===== src/rtl/pipeline_hazard_controller.sv =====
// Stall/flush sequencer for the 5-stage pipeline: handles load-use bubbles, memory freezes,
// taken-branch squashes and halt draining, and keeps saturating stall/flush counters.
module pipeline_hazard_controller #(
  parameter int DRAIN_CYCLES = 3,
  parameter int TIMEOUT      = 64,
  parameter int CNT_W        = 32
) (
  input  logic             CLK,
  input  logic             RST_N,
  input  logic [4:0]       ARS1_IF_ID,
  input  logic [4:0]       ARS2_IF_ID,
  input  logic             USE_RS1_IF_ID,
  input  logic             USE_RS2_IF_ID,
  input  logic [4:0]       ARD_ID_EX,
  input  logic             MEMREAD_ID_EX,
  input  logic             BRANCH_TAKEN_EX,
  input  logic             DMEM_REQ,
  input  logic             DMEM_READY,
  input  logic             HALT_REQ,
  input  logic             RESUME,
  output logic             PC_EN,
  output logic             IF_ID_EN,
  output logic             ID_EX_EN,
  output logic             EX_MEM_EN,
  output logic             IF_ID_FLUSH,
  output logic             ID_EX_FLUSH,
  output logic             MEM_WB_BUBBLE,
  output logic             PC_REDIRECT,
  output logic             HALTED,
  output logic             MEM_TIMEOUT,
  output logic [CNT_W-1:0] STALL_CNT,
  output logic [CNT_W-1:0] FLUSH_CNT
);

  localparam int WW = $clog2(TIMEOUT + 1);
  localparam int DW = $clog2(DRAIN_CYCLES + 1);

  typedef enum logic [1:0] {S_RUN, S_MEM_WAIT, S_DRAIN, S_HALTED} state_t;

  state_t            state_q, state_d, ret_q, ret_d, eff_s;
  logic [WW-1:0]     wait_q, wait_d;
  logic [DW-1:0]     drain_q, drain_d;
  logic              timeout_q, timeout_d;
  logic [CNT_W-1:0]  stall_q, flush_q;
  logic              stall_ev, flush_ev;
  logic              freeze, loaduse;

  assign freeze  = DMEM_REQ & ~DMEM_READY;
  assign loaduse = MEMREAD_ID_EX & (ARD_ID_EX != 5'd0) &
                   ((USE_RS1_IF_ID & (ARD_ID_EX == ARS1_IF_ID)) |
                    (USE_RS2_IF_ID & (ARD_ID_EX == ARS2_IF_ID)));
  // Once the wait ends, the cycle behaves as the state that was interrupted.
  assign eff_s   = (state_q == S_MEM_WAIT) ? ret_q : state_q;

  always_comb begin
    PC_EN         = 1'b1;
    IF_ID_EN      = 1'b1;
    ID_EX_EN      = 1'b1;
    EX_MEM_EN     = 1'b1;
    IF_ID_FLUSH   = 1'b0;
    ID_EX_FLUSH   = 1'b0;
    MEM_WB_BUBBLE = 1'b0;
    PC_REDIRECT   = 1'b0;
    state_d       = state_q;
    ret_d         = ret_q;
    wait_d        = '0;
    drain_d       = drain_q;
    timeout_d     = timeout_q;
    flush_ev      = 1'b0;
    if (!RST_N) begin
      PC_EN         = 1'b0;
      IF_ID_EN      = 1'b0;
      ID_EX_EN      = 1'b0;
      EX_MEM_EN     = 1'b0;
      IF_ID_FLUSH   = 1'b1;
      ID_EX_FLUSH   = 1'b1;
      MEM_WB_BUBBLE = 1'b1;
    end else if (eff_s == S_HALTED) begin
      PC_EN         = 1'b0;
      IF_ID_FLUSH   = 1'b1;
      ID_EX_FLUSH   = 1'b1;
      MEM_WB_BUBBLE = 1'b1;
      if (RESUME) state_d = S_RUN;
    end else if (freeze) begin
      PC_EN         = 1'b0;
      IF_ID_EN      = 1'b0;
      ID_EX_EN      = 1'b0;
      EX_MEM_EN     = 1'b0;
      MEM_WB_BUBBLE = 1'b1;
      state_d       = S_MEM_WAIT;
      if (state_q != S_MEM_WAIT) ret_d = state_q;
      wait_d = (wait_q == WW'(TIMEOUT)) ? wait_q : wait_q + WW'(1);
      if (wait_d == WW'(TIMEOUT)) timeout_d = 1'b1;
    end else if (eff_s == S_DRAIN) begin
      PC_EN       = 1'b0;
      IF_ID_FLUSH = 1'b1;
      ID_EX_FLUSH = 1'b1;
      if (drain_q == DW'(DRAIN_CYCLES - 1)) begin
        state_d = S_HALTED;
      end else begin
        state_d = S_DRAIN;
        drain_d = drain_q + DW'(1);
      end
    end else begin
      state_d = S_RUN;
      if (BRANCH_TAKEN_EX) begin
        PC_REDIRECT = 1'b1;
        IF_ID_FLUSH = 1'b1;
        ID_EX_FLUSH = 1'b1;
        flush_ev    = 1'b1;
      end else if (loaduse) begin
        PC_EN       = 1'b0;
        IF_ID_EN    = 1'b0;
        ID_EX_FLUSH = 1'b1;
      end else if (HALT_REQ) begin
        // Halt moves on into EX while fetch stops; the drain starts next cycle.
        PC_EN       = 1'b0;
        IF_ID_FLUSH = 1'b1;
        state_d     = S_DRAIN;
        drain_d     = '0;
      end
    end
    stall_ev = RST_N & ~PC_EN & (state_q != S_HALTED);
  end

  always_ff @(posedge CLK) begin
    if (!RST_N) begin
      state_q   <= S_RUN;
      ret_q     <= S_RUN;
      wait_q    <= '0;
      drain_q   <= '0;
      timeout_q <= 1'b0;
      stall_q   <= '0;
      flush_q   <= '0;
    end else begin
      state_q   <= state_d;
      ret_q     <= ret_d;
      wait_q    <= wait_d;
      drain_q   <= drain_d;
      timeout_q <= timeout_d;
      if (stall_ev && (stall_q != '1)) stall_q <= stall_q + CNT_W'(1);
      if (flush_ev && (flush_q != '1)) flush_q <= flush_q + CNT_W'(1);
    end
  end

  assign HALTED      = (state_q == S_HALTED);
  assign MEM_TIMEOUT = timeout_q;
  assign STALL_CNT   = stall_q;
  assign FLUSH_CNT   = flush_q;

endmodule


===== config.mk =====
export PLATFORM = sky130hd
export DESIGN_NAME = pipeline_hazard_controller
export DESIGN_NICKNAME = d
export VERILOG_FILES = /design/src/rtl/pipeline_hazard_controller.sv
export SDC_FILE = /design/constraint.sdc
export NUM_CORES = 1
export LEC_CHECK = 0
export CORE_MARGIN = 4
export CORE_UTILIZATION = 50
export CTS_CLUSTER_SIZE = 24
export DETAILED_ROUTE_END_ITERATION = 16
export PLACE_DENSITY_LB_ADDON = 0.25
export SETUP_SLACK_MARGIN = 0.2
export SLEW_MARGIN = 20
export SYNTH_ARGS = -nofsm -noshare
export SYNTH_HDL_FRONTEND = slang
export SYNTH_SLANG_ARGS = --single-unit
export TNS_END_PERCENT = 1

===== constraint.sdc =====
create_clock -name CLK -period 2.7 [get_ports CLK]
set_input_delay 0.54 -clock CLK [delete_from_list [all_inputs] [get_ports CLK]]
set_output_delay 0.54 -clock CLK [all_outputs]
set_load 0.05 [all_outputs]

==> impl_metrics.ini <==
[finish]
drive_above_1_share_pct = 15.11
diodes = 0
final_area_sq_mm = 0.005912
layout.cells.non_filler = 747
num-nets-final = 667
area_growth_pct = 39.30

[timing]
whs_ns = 0.4898
slew_viol_final = 0
period_minus_slack_ns = 2.602
fin_crit_sh_pct = 96.38
hold_violations = 0
fin_skew_ns = 0.008331
fmax_ghz = 0.3843
worst_pin_slew_ns = 0.5930
setup_viol = 0
rsz0062_at_grt = true
slew_headroom_pct = 59.93

[die]
pin_count = 99
row_count = 33
die_x_microns = 100.1
initial_core_util_pct = 51.65
core-area_sq_mm = 0.008217
die_area_sq_mm = 0.01003
die_y_microns = 100.1

[cts]
clk_pin_slew_ns = 0.08
cts_buffer_depth = 2
clockRootBuffer = clkbuf_8
ctsHoldBuffers = 0
tritoncts = built
numCtsBuffers = 9
clock_latency_ns = 0.34
htree_levels = 3
clkSinkCount = 78

[synthesis]
ys_ff_latch = 78
synth_top_cell_by_area = dfxtp_1
synthesis.area_sq_mm = 0.004244
synth_top_flop_cell = dfxtp_1
synthCells = 509
ys_seq_area_share_pct = 36.79
synth.area.top_cells = dfxtp_1 37%, xor2_1 4.7%, nand4_1 4.7%
synth_nets = 539
yosys-top-cells-count = 78 x dfxtp_1, 42 x nand2_1, 42 x nor2_1
ys_types = 53
synth_top_area_share_pct = 36.79
ys_warn_count = 0
ys_async_sr_fraction_pct = 0
synth-edff-count = 0
postSynthAreaPerCell_sq_um = 8.338
yosys.cell_count.top_type = dfxtp_1

[worst_hold_path]
hold_class = reg2reg

[power_and_ir_drop]
vdd_drop_max_uv = 326.3
powerDensity_mw_per_mm2 = 403.7
pwr-share-seq_pct = 49.3
power_frac_clock_pct = 36.8
p_total_mw = 2.387
switching_power_uw = 651.8
leakagePower_nw = 2.077
p_comb_share_pct = 13.9
p_int_mw = 1.735
swShare_pct = 27.31

[worst_setup_path]
arrival_ns = 2.81
start_kind = input port
path_max_fanout = 3
cp.required_ns = 2.91
endpoint_kind = register
criticalPathCategory = in2reg
reg2reg_setup_slack_ns = 0.46

[route]
wirelength_mm = 11.51
wl_per_cell_microns = 15.40
drt_pass1_iterations = 5
drt_iter0_drc = 235
drc = 0
via_per_inst = 5.835
vias = 4359
drtAntennaViolNets = 0

[grt]
grt_use_total_pct = 23.18
grt_pass1_vias = 4100
grt_use_met1_pct = 30.86
grt_busiest_layer = met2
grt_max_degree = 48
antenna_found_initial = 0
grt_remaining_overflow = 0
met3_usage_pct = 3.961
use_met2_pct = 38.07
grt_pass1_wl_mm = 19.36

[place]
dp.cells = 720
gp_congestion = 0.8390
hpwl_mm = 7.948
port_buffers = 98
dpl-instance-area_sq_mm = 0.005615

[flow_run]
cap_violations = 0

[outcome]
outcome = complete, no violations
-- worst paths after layout --
check	to	startpoint	cells after the start
hold / removal	drain_q[1]	drain_q[1]	2
setup / recovery	state_q[1]	ARS2_IF_ID[2]	16
hold reg to reg	drain_q[1]	drain_q[1]	2
setup reg to reg	STALL_CNT[18]	state_q[0]	8
-- state kept, by name (all words and copies together) (netlist names) --
signal,count
state_q,2
wait_q,7
drain_q,2
ret_q,2
MEM_TIMEOUT,1
FLUSH_CNT,32
STALL_CNT,32
-- metal layers --
| metal | vias up | share of wire, % |
|---|---|---|
| met5 | - | 0 |
| met4 | 0 | 1.4 |
| met3 | 14 | 5.1 |
| met2 | 149 | 49 |
| met1 | 2063 | 45 |
| li1 | 2133 | - |
-- metrics by stage --
step / worst slack [ns] / setup TNS (ns) / utilization [%]
after floorplan: 0.1455 / 0 / -
after global placement: -0.1412 / -0.9258 / 68.34
after detailed placement: -0.2331 / -2.958 / 68.34
after CTS: 0.1157 / 0 / 71.95
after global routing: 0.05714 / 0 / 71.95
final: 0.09773 / 0 / 71.95
-- cells in the final DEF (no fill, tap or decap), types with 21 or more instances in the layout --
cell type / netlist / routed
a21oi_1: 31 / 30
nand4_1: 32 / 32
nand3_1: 32 / 32
clkdlybuf4s50_1: 0 / 76
dfxtp_1: 78 / 78
o21ai_0: 24 / 21
nand2_1: 42 / 41
nor2_1: 42 / 40
xnor2_1: 21 / 21
buf_4: 4 / 44
xor2_1: 23 / 23
-- worst max-delay path, cell delays in order --
cell and delay (ns):
clkdlybuf4s50_1 0.47, xnor2_1 0.11, nand2_1 0.09, o22ai_2 0.18, nand2_2 0.12, buf_4 0.15, buf_4 0.13, buf_4 0.12
buf_4 0.13, buf_4 0.13, buf_4 0.12, buf_4 0.12, buf_4 0.12, buf_4 0.12, nand4_1 0.08, a21oi_1 0.07
-- area by class of cell --
class                           count  area, sq um
Clock buffer                        9        123.9
Clock inverter                      7        72.57
Fill cell                         653         2305
Inverter                            8        30.03
Multi-Input combinational cell    396         2599
Sequential cell                    78         1562
Tap cell                          105        131.4
Timing Repair Buffer              144         1394
-- cell families after synthesis --
kind of cell             after synthesis  synth area share (%)
adder cells (fa/ha/maj)                5                 1.474
AND/OR/NAND/NOR                      246                 33.37
AO/OA/AOI/OAI                         94                 13.74
buffers and inverters                 35                 3.891
flip-flops                            78                 36.79
multiplexers                           7                 1.651
XOR/XNOR                              44                 9.080
-- power by group through the flow --
stage | sequential [mW] | combinational (mW) | clock (mW)
2_1_floorplan | 1.22 | 0.160 | 0
3_3_place_gp | 1.20 | 0.313 | 0
3_5_place_dp | 1.20 | 0.322 | 0
4_1_cts | 1.18 | 0.328 | 0.903
5_1_grt | 1.18 | 0.355 | 0.954
6_report | 1.18 | 0.333 | 0.877
-- timing repair --
item	4_1_cts	5_1_grt
pin swaps	20	1
setup buffers	11	0
resized for setup	37	0
endpoints found under the setup margin	7	10
(Power assumes the default switching activity.)
